$ cat config.mk
export PLATFORM = sky130hd
export DESIGN_NAME = id_ex_stage_flat
export DESIGN_NICKNAME = d
export VERILOG_FILES = /design/src/rtl/id_ex_stage_if.sv /design/src/rtl/id_ex_stage.sv /design/src/flat_wrapper.sv
export SDC_FILE = /design/constraint.sdc
export NUM_CORES = 1
export LEC_CHECK = 0
export BUFFER_PORTS_ARGS = -buffer_cell sky130_fd_sc_hd__buf_2
export CAP_MARGIN = 20
export CORE_ASPECT_RATIO = 0.8
export CORE_MARGIN = 5
export CORE_UTILIZATION = 46
export DETAILED_ROUTE_END_ITERATION = 10
export PLACE_DENSITY = 0.89
export SYNTH_ARGS = -nofsm -noshare
export SYNTH_HDL_FRONTEND = slang
export SYNTH_SLANG_ARGS = --single-unit
$ cat constraint.sdc
create_clock -name clk -period 1.85 [get_ports clk]
set_input_delay 0.2775 -clock clk [delete_from_list [all_inputs] [get_ports clk]]
set_output_delay 0.2775 -clock clk [all_outputs]
set_load 0.02 [all_outputs]
$ cat src/rtl/id_ex_stage_if.sv
// ID/EX boundary bundle: decode-slot fields, squash control, the two
// downstream forwarding sources, and the execute-side outputs of the stage.
interface id_ex_stage_if;
    // decode slot
    logic        id_valid;
    logic [4:0]  id_rs1_addr;
    logic [4:0]  id_rs2_addr;
    logic        id_uses_rs1;
    logic        id_uses_rs2;
    logic [31:0] id_rs1_data;
    logic [31:0] id_rs2_data;
    logic [31:0] id_imm;
    logic [4:0]  id_operation;
    logic        id_alu_src;
    logic [4:0]  id_rd;
    logic        id_reg_write;
    logic        id_mem_read;

    // squash from branch/jump resolution
    logic        flush;

    // forwarding sources
    logic [4:0]  exmem_rd;
    logic        exmem_reg_write;
    logic [31:0] exmem_result;
    logic [4:0]  memwb_rd;
    logic        memwb_reg_write;
    logic [31:0] memwb_result;

    // execute-side outputs
    logic        ex_valid;
    logic        ex_reg_write;
    logic        ex_mem_read;
    logic        ex_alu_src;
    logic [4:0]  ex_operation;
    logic [4:0]  ex_rd;
    logic [31:0] ex_imm;
    logic [31:0] ex_rs1;
    logic [31:0] ex_rs2;
    logic        stall_id;

    // pipeline control side: drives decode/forwarding, consumes EX outputs
    modport master (
        output id_valid, id_rs1_addr, id_rs2_addr, id_uses_rs1, id_uses_rs2,
               id_rs1_data, id_rs2_data, id_imm, id_operation, id_alu_src,
               id_rd, id_reg_write, id_mem_read, flush,
               exmem_rd, exmem_reg_write, exmem_result,
               memwb_rd, memwb_reg_write, memwb_result,
        input  ex_valid, ex_reg_write, ex_mem_read, ex_alu_src, ex_operation,
               ex_rd, ex_imm, ex_rs1, ex_rs2, stall_id
    );

    // the ID/EX stage itself
    modport slave (
        input  id_valid, id_rs1_addr, id_rs2_addr, id_uses_rs1, id_uses_rs2,
               id_rs1_data, id_rs2_data, id_imm, id_operation, id_alu_src,
               id_rd, id_reg_write, id_mem_read, flush,
               exmem_rd, exmem_reg_write, exmem_result,
               memwb_rd, memwb_reg_write, memwb_result,
        output ex_valid, ex_reg_write, ex_mem_read, ex_alu_src, ex_operation,
               ex_rd, ex_imm, ex_rs1, ex_rs2, stall_id
    );
endinterface

$ cat src/rtl/id_ex_stage.sv
// ID/EX pipeline register with load-use bubble insertion, capture-time
// write-back bypass and execute-operand forwarding from EX/MEM and MEM/WB.
// Register x0 is hardwired zero and is never a forwarding/bypass target.
module id_ex_stage (
    input  logic         clk,
    input  logic         rst_n,
    id_ex_stage_if.slave bus
);

    logic        valid_q;
    logic        reg_write_q;
    logic        mem_read_q;
    logic        alu_src_q;
    logic [4:0]  operation_q;
    logic [4:0]  rd_q;
    logic [31:0] imm_q;
    logic [4:0]  rs1_addr_q;
    logic [4:0]  rs2_addr_q;
    logic [31:0] rs1_data_q;
    logic [31:0] rs2_data_q;

    logic        hazard;
    logic        wb_hit_rs1;
    logic        wb_hit_rs2;
    logic [31:0] rs1_capture;
    logic [31:0] rs2_capture;
    logic [31:0] rs1_fwd;
    logic [31:0] rs2_fwd;

    // load in EX whose destination is a source the decode slot actually reads
    always_comb begin
        hazard = 1'b0;
        if (valid_q && mem_read_q && (rd_q != 5'd0) && bus.id_valid) begin
            hazard = (bus.id_uses_rs1 && (bus.id_rs1_addr == rd_q)) ||
                     (bus.id_uses_rs2 && (bus.id_rs2_addr == rd_q));
        end
    end

    // a flush squashes the offending decode slot, so no hold is needed
    assign bus.stall_id = hazard & ~bus.flush;

    // register file write in the same cycle is not yet visible in its read data
    always_comb begin
        wb_hit_rs1  = bus.memwb_reg_write && (bus.memwb_rd != 5'd0) &&
                      (bus.memwb_rd == bus.id_rs1_addr);
        wb_hit_rs2  = bus.memwb_reg_write && (bus.memwb_rd != 5'd0) &&
                      (bus.memwb_rd == bus.id_rs2_addr);
        rs1_capture = wb_hit_rs1 ? bus.memwb_result : bus.id_rs1_data;
        rs2_capture = wb_hit_rs2 ? bus.memwb_result : bus.id_rs2_data;
    end

    // pipeline register: flush and bubble both clear, otherwise capture
    always_ff @(posedge clk or negedge rst_n) begin
        if (!rst_n) begin
            valid_q     <= 1'b0;
            reg_write_q <= 1'b0;
            mem_read_q  <= 1'b0;
            alu_src_q   <= 1'b0;
            operation_q <= 5'd0;
            rd_q        <= 5'd0;
            imm_q       <= 32'd0;
            rs1_addr_q  <= 5'd0;
            rs2_addr_q  <= 5'd0;
            rs1_data_q  <= 32'd0;
            rs2_data_q  <= 32'd0;
        end else if (bus.flush || hazard) begin
            valid_q     <= 1'b0;
            reg_write_q <= 1'b0;
            mem_read_q  <= 1'b0;
            alu_src_q   <= 1'b0;
            operation_q <= 5'd0;
            rd_q        <= 5'd0;
            imm_q       <= 32'd0;
            rs1_addr_q  <= 5'd0;
            rs2_addr_q  <= 5'd0;
            rs1_data_q  <= 32'd0;
            rs2_data_q  <= 32'd0;
        end else begin
            valid_q     <= bus.id_valid;
            reg_write_q <= bus.id_reg_write;
            mem_read_q  <= bus.id_mem_read;
            alu_src_q   <= bus.id_alu_src;
            operation_q <= bus.id_operation;
            rd_q        <= bus.id_rd;
            imm_q       <= bus.id_imm;
            rs1_addr_q  <= bus.id_rs1_addr;
            rs2_addr_q  <= bus.id_rs2_addr;
            rs1_data_q  <= rs1_capture;
            rs2_data_q  <= rs2_capture;
        end
    end

    // operand forwarding: the younger EX/MEM result wins over MEM/WB
    always_comb begin
        rs1_fwd = rs1_data_q;
        if (bus.exmem_reg_write && (bus.exmem_rd != 5'd0) && (bus.exmem_rd == rs1_addr_q)) begin
            rs1_fwd = bus.exmem_result;
        end else if (bus.memwb_reg_write && (bus.memwb_rd != 5'd0) && (bus.memwb_rd == rs1_addr_q)) begin
            rs1_fwd = bus.memwb_result;
        end

        rs2_fwd = rs2_data_q;
        if (bus.exmem_reg_write && (bus.exmem_rd != 5'd0) && (bus.exmem_rd == rs2_addr_q)) begin
            rs2_fwd = bus.exmem_result;
        end else if (bus.memwb_reg_write && (bus.memwb_rd != 5'd0) && (bus.memwb_rd == rs2_addr_q)) begin
            rs2_fwd = bus.memwb_result;
        end
    end

    assign bus.ex_valid     = valid_q;
    assign bus.ex_reg_write = reg_write_q;
    assign bus.ex_mem_read  = mem_read_q;
    assign bus.ex_alu_src   = alu_src_q;
    assign bus.ex_operation = operation_q;
    assign bus.ex_rd        = rd_q;
    assign bus.ex_imm       = imm_q;
    assign bus.ex_rs1       = rs1_fwd;
    assign bus.ex_rs2       = rs2_fwd;

endmodule

$ cat src/flat_wrapper.sv
// flat-port wrapper written by rule: the top's interface ports become plain ports
module id_ex_stage_flat 
  (clk, rst_n, bus_id_valid, bus_id_rs1_addr, bus_id_rs2_addr, bus_id_uses_rs1, bus_id_uses_rs2, bus_id_rs1_data, bus_id_rs2_data, bus_id_imm, bus_id_operation, bus_id_alu_src, bus_id_rd, bus_id_reg_write, bus_id_mem_read, bus_flush, bus_exmem_rd, bus_exmem_reg_write, bus_exmem_result, bus_memwb_rd, bus_memwb_reg_write, bus_memwb_result, bus_ex_valid, bus_ex_reg_write, bus_ex_mem_read, bus_ex_alu_src, bus_ex_operation, bus_ex_rd, bus_ex_imm, bus_ex_rs1, bus_ex_rs2, bus_stall_id);
  id_ex_stage_if bus_i ();
  input  logic clk;
  input  logic rst_n;
  input wire logic [$bits(bus_i.id_valid)-1:0] bus_id_valid;
  input wire logic [$bits(bus_i.id_rs1_addr)-1:0] bus_id_rs1_addr;
  input wire logic [$bits(bus_i.id_rs2_addr)-1:0] bus_id_rs2_addr;
  input wire logic [$bits(bus_i.id_uses_rs1)-1:0] bus_id_uses_rs1;
  input wire logic [$bits(bus_i.id_uses_rs2)-1:0] bus_id_uses_rs2;
  input wire logic [$bits(bus_i.id_rs1_data)-1:0] bus_id_rs1_data;
  input wire logic [$bits(bus_i.id_rs2_data)-1:0] bus_id_rs2_data;
  input wire logic [$bits(bus_i.id_imm)-1:0] bus_id_imm;
  input wire logic [$bits(bus_i.id_operation)-1:0] bus_id_operation;
  input wire logic [$bits(bus_i.id_alu_src)-1:0] bus_id_alu_src;
  input wire logic [$bits(bus_i.id_rd)-1:0] bus_id_rd;
  input wire logic [$bits(bus_i.id_reg_write)-1:0] bus_id_reg_write;
  input wire logic [$bits(bus_i.id_mem_read)-1:0] bus_id_mem_read;
  input wire logic [$bits(bus_i.flush)-1:0] bus_flush;
  input wire logic [$bits(bus_i.exmem_rd)-1:0] bus_exmem_rd;
  input wire logic [$bits(bus_i.exmem_reg_write)-1:0] bus_exmem_reg_write;
  input wire logic [$bits(bus_i.exmem_result)-1:0] bus_exmem_result;
  input wire logic [$bits(bus_i.memwb_rd)-1:0] bus_memwb_rd;
  input wire logic [$bits(bus_i.memwb_reg_write)-1:0] bus_memwb_reg_write;
  input wire logic [$bits(bus_i.memwb_result)-1:0] bus_memwb_result;
  output wire logic [$bits(bus_i.ex_valid)-1:0] bus_ex_valid;
  output wire logic [$bits(bus_i.ex_reg_write)-1:0] bus_ex_reg_write;
  output wire logic [$bits(bus_i.ex_mem_read)-1:0] bus_ex_mem_read;
  output wire logic [$bits(bus_i.ex_alu_src)-1:0] bus_ex_alu_src;
  output wire logic [$bits(bus_i.ex_operation)-1:0] bus_ex_operation;
  output wire logic [$bits(bus_i.ex_rd)-1:0] bus_ex_rd;
  output wire logic [$bits(bus_i.ex_imm)-1:0] bus_ex_imm;
  output wire logic [$bits(bus_i.ex_rs1)-1:0] bus_ex_rs1;
  output wire logic [$bits(bus_i.ex_rs2)-1:0] bus_ex_rs2;
  output wire logic [$bits(bus_i.stall_id)-1:0] bus_stall_id;
  assign bus_i.id_valid = bus_id_valid;
  assign bus_i.id_rs1_addr = bus_id_rs1_addr;
  assign bus_i.id_rs2_addr = bus_id_rs2_addr;
  assign bus_i.id_uses_rs1 = bus_id_uses_rs1;
  assign bus_i.id_uses_rs2 = bus_id_uses_rs2;
  assign bus_i.id_rs1_data = bus_id_rs1_data;
  assign bus_i.id_rs2_data = bus_id_rs2_data;
  assign bus_i.id_imm = bus_id_imm;
  assign bus_i.id_operation = bus_id_operation;
  assign bus_i.id_alu_src = bus_id_alu_src;
  assign bus_i.id_rd = bus_id_rd;
  assign bus_i.id_reg_write = bus_id_reg_write;
  assign bus_i.id_mem_read = bus_id_mem_read;
  assign bus_i.flush = bus_flush;
  assign bus_i.exmem_rd = bus_exmem_rd;
  assign bus_i.exmem_reg_write = bus_exmem_reg_write;
  assign bus_i.exmem_result = bus_exmem_result;
  assign bus_i.memwb_rd = bus_memwb_rd;
  assign bus_i.memwb_reg_write = bus_memwb_reg_write;
  assign bus_i.memwb_result = bus_memwb_result;
  assign bus_ex_valid = bus_i.ex_valid;
  assign bus_ex_reg_write = bus_i.ex_reg_write;
  assign bus_ex_mem_read = bus_i.ex_mem_read;
  assign bus_ex_alu_src = bus_i.ex_alu_src;
  assign bus_ex_operation = bus_i.ex_operation;
  assign bus_ex_rd = bus_i.ex_rd;
  assign bus_ex_imm = bus_i.ex_imm;
  assign bus_ex_rs1 = bus_i.ex_rs1;
  assign bus_ex_rs2 = bus_i.ex_rs2;
  assign bus_stall_id = bus_i.stall_id;
  id_ex_stage u_core (.clk(clk), .rst_n(rst_n), .bus(bus_i));
endmodule
; Yosys cells after proc, flatten, opt, wreduce, memory -nomap -nowiden
; Index checks and enable logic that the tools add are counted.
[totals]
register_bits = 120
inputBits = 201
output_inout_bits = 111
wordCells = 57
[op_classes]
eq_ne = 8
mux = 18
bitwise_logic = 2
reduce_logical = 18
[op_table]
columns = operator, n
row1 = 32-bit two-way mux, 9
row2 = 5-bit equality test, 8
row3 = 5-bit two-way mux, 4
row4 = 5-bit nonzero test, 3
row5 = 1-bit logical AND, 13
row6 = 1-bit two-way mux, 5
row7 = 1-bit logical OR, 2
row8 = 1-bit bitwise AND, 1
row9 = 1-bit NOT, 1

; Logic depth before layout (Yosys ltp)
; Gate-level depths: netlist of run 1.
[logic_depth]
depth_word = 6
ltp_mapped = 7
depth_no_buf = 4

; Least setup slack after synthesis of run 1
; No wires, ideal clock.
[synth_path]
path_type = input to output
start = input bus_memwb_rd[1]
end = output bus_ex_rs1[10]
arrival_ns = 1.797
required_ns = 1.572
slack_ns = -0.224
cell_stages = 7
path_buffers = 3
cell_sequence = buf_4 > or2_1 > o41ai_4 > buf_6 > buf_2 > o31ai_1 > a31oi_1
[synth_between]
elab_chain_len = 5
word_cells_on_any_way = 6
cone_classes = eq/ne: 1 / mux: 2 / reduce/logical: 3
[synth_rtl]
columns = element, line
row1 = from (decl), flat_wrapper.sv:24  ; input wire logic [$bits(bus_i.memwb_rd)-1:0] bus_memwb_rd;
row2 = 5-bit nonzero test, id_ex_stage.sv:98  ; end else if (bus.memwb_reg_write && (bus.memwb_rd != 5'd0) && (bus.memwb_rd == rs1_addr_q)) begin
row3 = 1-bit logical AND, id_ex_stage.sv:98
row4 = 1-bit logical AND (*), id_ex_stage.sv:98
row5 = 32-bit two-way mux (*), id_ex_stage.sv:98
row6 = 32-bit two-way mux (*), id_ex_stage.sv:96  ; if (bus.exmem_reg_write && (bus.exmem_rd != 5'd0) && (bus.exmem_rd == rs1_addr_q)) begin
row7 = to (decl), flat_wrapper.sv:34  ; output wire logic [$bits(bus_i.ex_rs1)-1:0] bus_ex_rs1;
; Every way passes the cells marked *; elsewhere a longest branch is shown, timed or not.

; Worst setup path in the final report of run 1
[layout_path]
start = register u_core.rs1_addr_q[0]
end = output bus_ex_rs1[0]
[layout_between]
elab_chain_len = 4
word_cells_on_any_way = 6
cone_classes = eq/ne: 2 / mux: 2 / reduce/logical: 2
[layout_rtl]
columns = element, line
row1 = from (decl), id_ex_stage.sv:17  ; logic [4:0] rs1_addr_q;
row2 = from (signal assigned), id_ex_stage.sv:86  ; rs1_addr_q <= bus.id_rs1_addr;
row3 = 5-bit equality test, id_ex_stage.sv:98
row4 = 1-bit logical AND, id_ex_stage.sv:98
row5 = 32-bit two-way mux, id_ex_stage.sv:98
row6 = 32-bit two-way mux (*), id_ex_stage.sv:96
; Marks and branches as above.

==> results of run 1 <==
-- final cells by class --
cell class	instances	area, sq um
inverter	56	210.2
tap	230	287.8
multi-input combinational	581	5867
timing repair buffer	429	3267
sequential	120	3009
antenna	3	7.507
clock buffer	19	432.9
fill	1207	4883
clock inverter	13	147.6
-- layer usage --
metal  GRT usage, %  vias to the layer above  routed length, um
met5              0                        -                 21
met4          15.21                        4               1843
met3          10.74                      210               5237
met2          54.90                      958              18510
met1          44.11                     4917              14540
li1               -                     4293                  -
-- timing repair --
action	in CTS	in global routing
gates cloned	3	7
hold buffers	1	0
pin swaps	23	23
buffers inserted	7	2
endpoints found under the hold margin	61	0
gates resized for setup	170	73
endpoints found under the setup margin	65	165
-- registers in the layout, summed over array words and instances, names as in the netlist --
register,cells
u_core.bus.ex_valid,1
u_core.bus.ex_operation,5
u_core.bus.ex_imm,32
u_core.rs1_addr_q,5
u_core.rs2_addr_q,5
u_core.rs1_data_q,32
u_core.bus.ex_reg_write,1
u_core.rs2_data_q,32
u_core.bus.ex_alu_src,1
u_core.bus.ex_rd,5
u_core.bus.ex_mem_read,1
-- worst max-delay path: stages (launching register included) --
cell and delay, ns:
dfrtp_1 0.42, xnor2_1 0.19, nand3_1 0.15, buf_4 0.23, buf_4 0.25, nor4_1 0.33
a31oi_2 0.07, buf_2 0.18
-- metrics by stage --
step                      utilization [%]  instance area, sq um  std cells  total power [mW]
final                               73.04                 13230       1451             9.122
after global routing                73.01                 13220       1449             9.375
after CTS                           69.74                 12630       1440             8.837
after detailed placement            61.63                 11160       1398             5.267
after global placement              61.63                 11160       1398             5.210
after floorplan                         -                  8945        912             4.192
-- power by group through the flow --
| stage | Sequential [mW] | Combinational, mW | Clock [mW] |
|---|---|---|---|
| 4_1_cts | 2.84 | 2.68 | 3.31 |
| 5_1_grt | 2.86 | 3.07 | 3.45 |
| 2_1_floorplan | 2.93 | 1.27 | 0 |
| 6_report | 2.86 | 2.96 | 3.30 |
| 3_5_place_dp | 2.87 | 2.40 | 0 |
| 3_3_place_gp | 2.86 | 2.35 | 0 |
-- final timing paths --
kind                                                   from                              endpoint  slack [ns]  depth (start not counted)
max                          u_core.rs1_addr_q[0]$_DFF_PN0_                         bus_ex_rs1[0]       -0.67                          7
min                                           bus_id_imm[6]        u_core.bus.ex_imm[6]$_DFF_PN0_        0.05                          3
max reg2reg                   u_core.bus.ex_rd[4]$_DFF_PN0_       u_core.rs2_data_q[15]$_DFF_PN0_        0.03                          7
min reg2reg                u_core.bus.ex_mem_read$_DFF_PN0_         u_core.bus.ex_rd[1]$_DFF_PN0_        1.04                          4
max in group asynchronous                             rst_n        u_core.rs2_data_q[3]$_DFF_PN0_        1.00                          3
min in group asynchronous                             rst_n  u_core.bus.ex_operation[1]$_DFF_PN0_        0.23                          2
-- logic make-up after synthesis --
logic type	share of synthesized area (%)
and+or+nand+nor	16.26
buffers and inverters	11.45
xor gates and xnor gates	4.151
AOI/OAI and AO/OA	32.56
DFF	35.58
-- placed cells by master, fill, tap and decap left out, types with 3 or more instances in the layout --
master     instances
clkbuf_16         22
xnor2_4            3
dfrtp_2            5
a31oi_2           58
xnor2_2           11
buf_4            116
nor4_2            24
a221oi_2          58
buf_16             4
or2_4              3
nor4_1            38
nand4_1          130
xor2_1             3
clkinv_4           6
o31ai_1           68
nand3_1            5
o31ai_4           19
dfrtp_1          115
nand2_1            5
a211oi_1          56
diode_2            3
a221oi_1           5
buf_6             19
inv_1             56
buf_2            249
o31ai_2           41
buf_12            33
xnor2_1           22
a31oi_4            6
==> results.json, run 1 <==
{
  "worst-setup-path-type": "register to primary output",
  "cts_sinks": 120,
  "grt_start_max_net_pins": 67,
  "routed_wl_um": 40150,
  "p_int_mw": 5.899,
  "syn_nets": 1113,
  "dp_slack_ns": -0.3853,
  "synth-seq-area-share_pct": 35.58,
  "ys_warn_count": 0,
  "path_clk_slew_ns": 0.06,
  "place_congestion": 0.9284,
  "drtIter0Drc": 1510,
  "clk_latency_ns": 0.42,
  "port_buffers": 311,
  "leakage_nw": 5.260,
  "ir_drop_mv": 0.5299,
  "status": "complete, but fails checks",
  "start_kind": "register",
  "ant_nets": 0,
  "synth.largest_area_cell": "dfrtp_1",
  "pwr-share-comb_pct": 32.5,
  "holdWs_ns": 0.05441,
  "layout-drive-gt1-share_pct": 57.96,
  "p_seq_share_pct": 31.3,
  "num_vias": 10382,
  "cts_tree": "built",
  "rsz0062_at_grt": "yes",
  "fin_crit_ns": 2.518,
  "ys_top_cells_by_count": "130 x nand4_1, 128 x o31ai_1, 120 x dfrtp_1",
  "syn_inst": 912,
  "power_density_mw_per_mm2": 689.6,
  "dieArea_sq_mm": 0.02117,
  "die-width_um": 161.4,
  "avgSynthCellArea_sq_um": 9.254,
  "slew_violations": 0,
  "setup_violations": 65,
  "syn2layout_area_growth_pct": 56.75,
  "rows": 44,
  "period_share_pct": 136.1,
  "wire_per_inst_um": 27.67,
  "start_util_pct": 46.59,
  "io_pins": 312,
  "p_switching_mw": 3.223,
  "end_kind": "primary output",
  "synth_edf_count": 0,
  "grt_pass1_vias": 10302,
  "p_sw_share_pct": 35.33,
  "worst_slack_ns": -0.6678,
  "cts_root_buf": "clkbuf_16",
  "synth.ff_latch_count": 120,
  "violations": "setup timing",
  "yosysMostFrequentCell": "nand4_1",
  "h-tree-depth": 4,
  "pwr-share-clk_pct": 36.2,
  "hpwlAfterDp_um": 25550,
  "cts_buffer_depth": 2,
  "synthFlopType": "dfrtp_1",
  "max_cap_violations": 0,
  "synthArstFlopShare_pct": 100.0,
  "cts_buffers": 17,
  "nets": 1406,
  "maxSlewHeadroom_pct": 48.02,
  "route.detailed.drc": 0,
  "synthTopCellsByArea": "dfrtp_1 36%, o31ai_1 11%, a221oi_2 10%",
  "path_max_fanout": 18,
  "dr.pass1.iters": 8,
  "worstPathArrival_ns": 2.24,
  "grt_pass1_wl_um": 58440,
  "synth_top_area_share_pct": 35.58,
  "fin_skew_ns": 0.008185,
  "hold_violations": 0,
  "grt_antenna_before_repair": 3,
  "yosysUniqueCellTypes": 32,
  "fin_tns_setup_ns": -35.32,
  "tightestPinTransition_ns": 0.7797,
  "max_freq_mhz": 397.2,
  "grt-ovfl-total": 0,
  "grt_usage_pct": 34.77,
  "die_h_um": 131.2,
  "routed_via_density": 7.155,
  "core_sq_mm": 0.01811,
  "hp-class": "input port to register",
  "synth_area_sq_mm": 0.008439,
  "worst_ep_required_time_ns": 1.57
}
Power figures use the tool's default switching activity.
==> inputs of run 2 (changes only) <==
--- a/config.mk
+++ b/config.mk
@@ -12,6 +12,7 @@
 export CORE_UTILIZATION = 46
 export DETAILED_ROUTE_END_ITERATION = 10
 export PLACE_DENSITY = 0.89
+export REMOVE_ABC_BUFFERS = 1
 export SYNTH_ARGS = -nofsm -noshare
 export SYNTH_HDL_FRONTEND = slang
 export SYNTH_SLANG_ARGS = --single-unit
==> results.json, run 2 (synthesis results as in run 1) <==
{
  "dieArea_sq_mm": 0.02117,
  "cts_root_buf": "clkbuf_16",
  "leakage_nw": 5.297,
  "grt_usage_pct": 33.55,
  "h-tree-depth": 4,
  "port_buffers": 311,
  "route.detailed.drc": 0,
  "fin_skew_ns": 0.01249,
  "status": "complete, but fails checks",
  "max_freq_mhz": 394.8,
  "cts_buffers": 17,
  "period_share_pct": 136.9,
  "dpl_cell_area_sq_mm": 0.01090,
  "routed_wl_um": 39900,
  "wire_per_inst_um": 27.29,
  "dr.pass1.iters": 6,
  "hp-class": "input port to register",
  "p_int_mw": 5.907,
  "start_util_pct": 46.59,
  "setup_violations": 71,
  "num_vias": 10488,
  "worst_ep_required_time_ns": 1.57,
  "grt_pass1_wl_um": 56960,
  "p_seq_share_pct": 31.2,
  "start_kind": "register",
  "grt_pass1_vias": 10529,
  "worst_slack_ns": -0.6827,
  "layout-drive-gt1-share_pct": 52.60,
  "syn2layout_area_growth_pct": 52.29,
  "pwr-share-clk_pct": 36.9,
  "dp_slack_ns": -0.5434,
  "final_area_sq_mm": 0.01285,
  "p_sw_share_pct": 35.40,
  "core_sq_mm": 0.01811,
  "place_congestion": 0.8770,
  "fill_cells": 1212,
  "io_pins": 312,
  "hold_violations": 0,
  "final_common_cell": "buf_2",
  "top_layer": "met4",
  "rows": 44,
  "hpwlAfterDp_um": 24170,
  "mostFrequentLayoutCells": "255 x buf_2, 130 x nand4_1, 116 x buf_4",
  "power_density_mw_per_mm2": 711.5,
  "cts_sinks": 120,
  "dr_wl_met2_um": 18390,
  "violations": "setup timing",
  "max_cap_violations": 0,
  "fin_crit_ns": 2.533,
  "grt_start_max_net_pins": 121,
  "pwr-share-comb_pct": 32.0,
  "clk_latency_ns": 0.41,
  "ir_drop_mv": 0.5809,
  "p_total_mw": 9.144,
  "path_clk_slew_ns": 0.07,
  "maxSlewHeadroom_pct": 54.01,
  "grt_antenna_before_repair": 1,
  "ant_nets": 0,
  "wirelength_met1_um": 13680,
  "die_h_um": 131.2,
  "cts_buffer_depth": 2,
  "routed_via_density": 7.174,
  "p_switching_mw": 3.237,
  "tightestPinTransition_ns": 0.6899,
  "grt-ovfl-total": 0,
  "worst-setup-path-type": "register to primary output",
  "slew_violations": 0,
  "drtIter0Drc": 1780,
  "wl_met3_um": 5183,
  "worstPathArrival_ns": 2.26,
  "rsz0062_at_grt": "yes",
  "cts_tree": "built",
  "die-width_um": 161.4,
  "path_max_fanout": 13,
  "end_kind": "primary output",
  "nets": 1418
}
run 2: cell types whose count changed in the layout (fill, tap and decap cells not counted), sizes merged:
cell      delta
buf         +11
inv          +5
diode        -1
clkinvlp     +2
clkinv       -6
run 2: power by group through the flow:
stage	logic (mW)	clock network, mW	registers, mW
final	2.92	3.37	2.85
after global routing	3.02	3.51	2.86
after CTS	2.56	3.40	2.83
after detailed placement	2.40	0	2.87
after global placement	2.34	0	2.86
after floorplan	0.966	0	2.93
run 2: cell type report:
type	instances	area [sq um]	share of cell area (%)
multi-input cells	581	5344	41.58
repair buffers	441	3402	26.47
flip-flops and latches	120	3010	23.42
clock buffers	18	429.2	3.339
well taps	230	287.8	2.239
inverters	56	210.2	1.636
clock inverters	14	163.9	1.275
diodes	2	5.005	0.03894
run 2: worst paths after layout:
path	cells past startpoint	start	to	slack, ns
max in group asynchronous	3	rst_n	u_core.bus.ex_rd[0]$_DFF_PN0_	0.76
max	6	u_core.rs2_addr_q[1]$_DFF_PN0_	bus_ex_rs2[19]	-0.68
min in group asynchronous	3	rst_n	u_core.rs1_data_q[0]$_DFF_PN0_	0.51
min reg2reg	4	u_core.bus.ex_rd[0]$_DFF_PN0_	u_core.bus.ex_imm[20]$_DFF_PN0_	1.00
min	3	bus_id_rd[1]	u_core.bus.ex_rd[1]$_DFF_PN0_	0.07
max reg2reg	8	u_core.bus.ex_rd[3]$_DFF_PN0_	u_core.rs1_data_q[28]$_DFF_PN0_	-0.01
run 2: worst max-delay path, stage by stage (launching register included):
cell and delay, ns:
dfrtp_1 0.42, xnor2_1 0.27, nand3_2 0.15, or3_4 0.45, buf_8 0.18, a31oi_1 0.20, buf_4 0.17
run 2: repair_timing:
| item | 4_1_cts | 5_1_grt |
|---|---|---|
| setup endpoints to repair | 65 | 78 |
| cloned | 0 | 7 |
| gates resized for setup | 122 | 90 |
| hold endpoints to repair | 45 | 0 |
| pin swaps | 17 | 21 |
| hold buffers | 1 | 0 |
| buffers inserted | 5 | 11 |
run 2: per-layer routing:
layer | GRT usage, % | up-vias
li1 | - | 4304
met1 | 38.31 | 4845
met2 | 54.48 | 1044
met3 | 11.40 | 295
met4 | 20.18 | 0
met5 | 0 | -
run 2: stage by stage:
step | utilization (%) | hold slack [ns] | setup TNS, ns | instances
after floorplan | - | -0.01809 | -878.48 | 757
after global placement | 60.20 | 0.4178 | -28.33 | 1406
after detailed placement | 60.20 | 0.4200 | -31.11 | 1406
after CTS | 66.77 | 0.04728 | -31.17 | 1444
after global routing | 70.95 | 0.05422 | -43.79 | 1461
final | 70.96 | 0.06669 | -38.55 | 1462
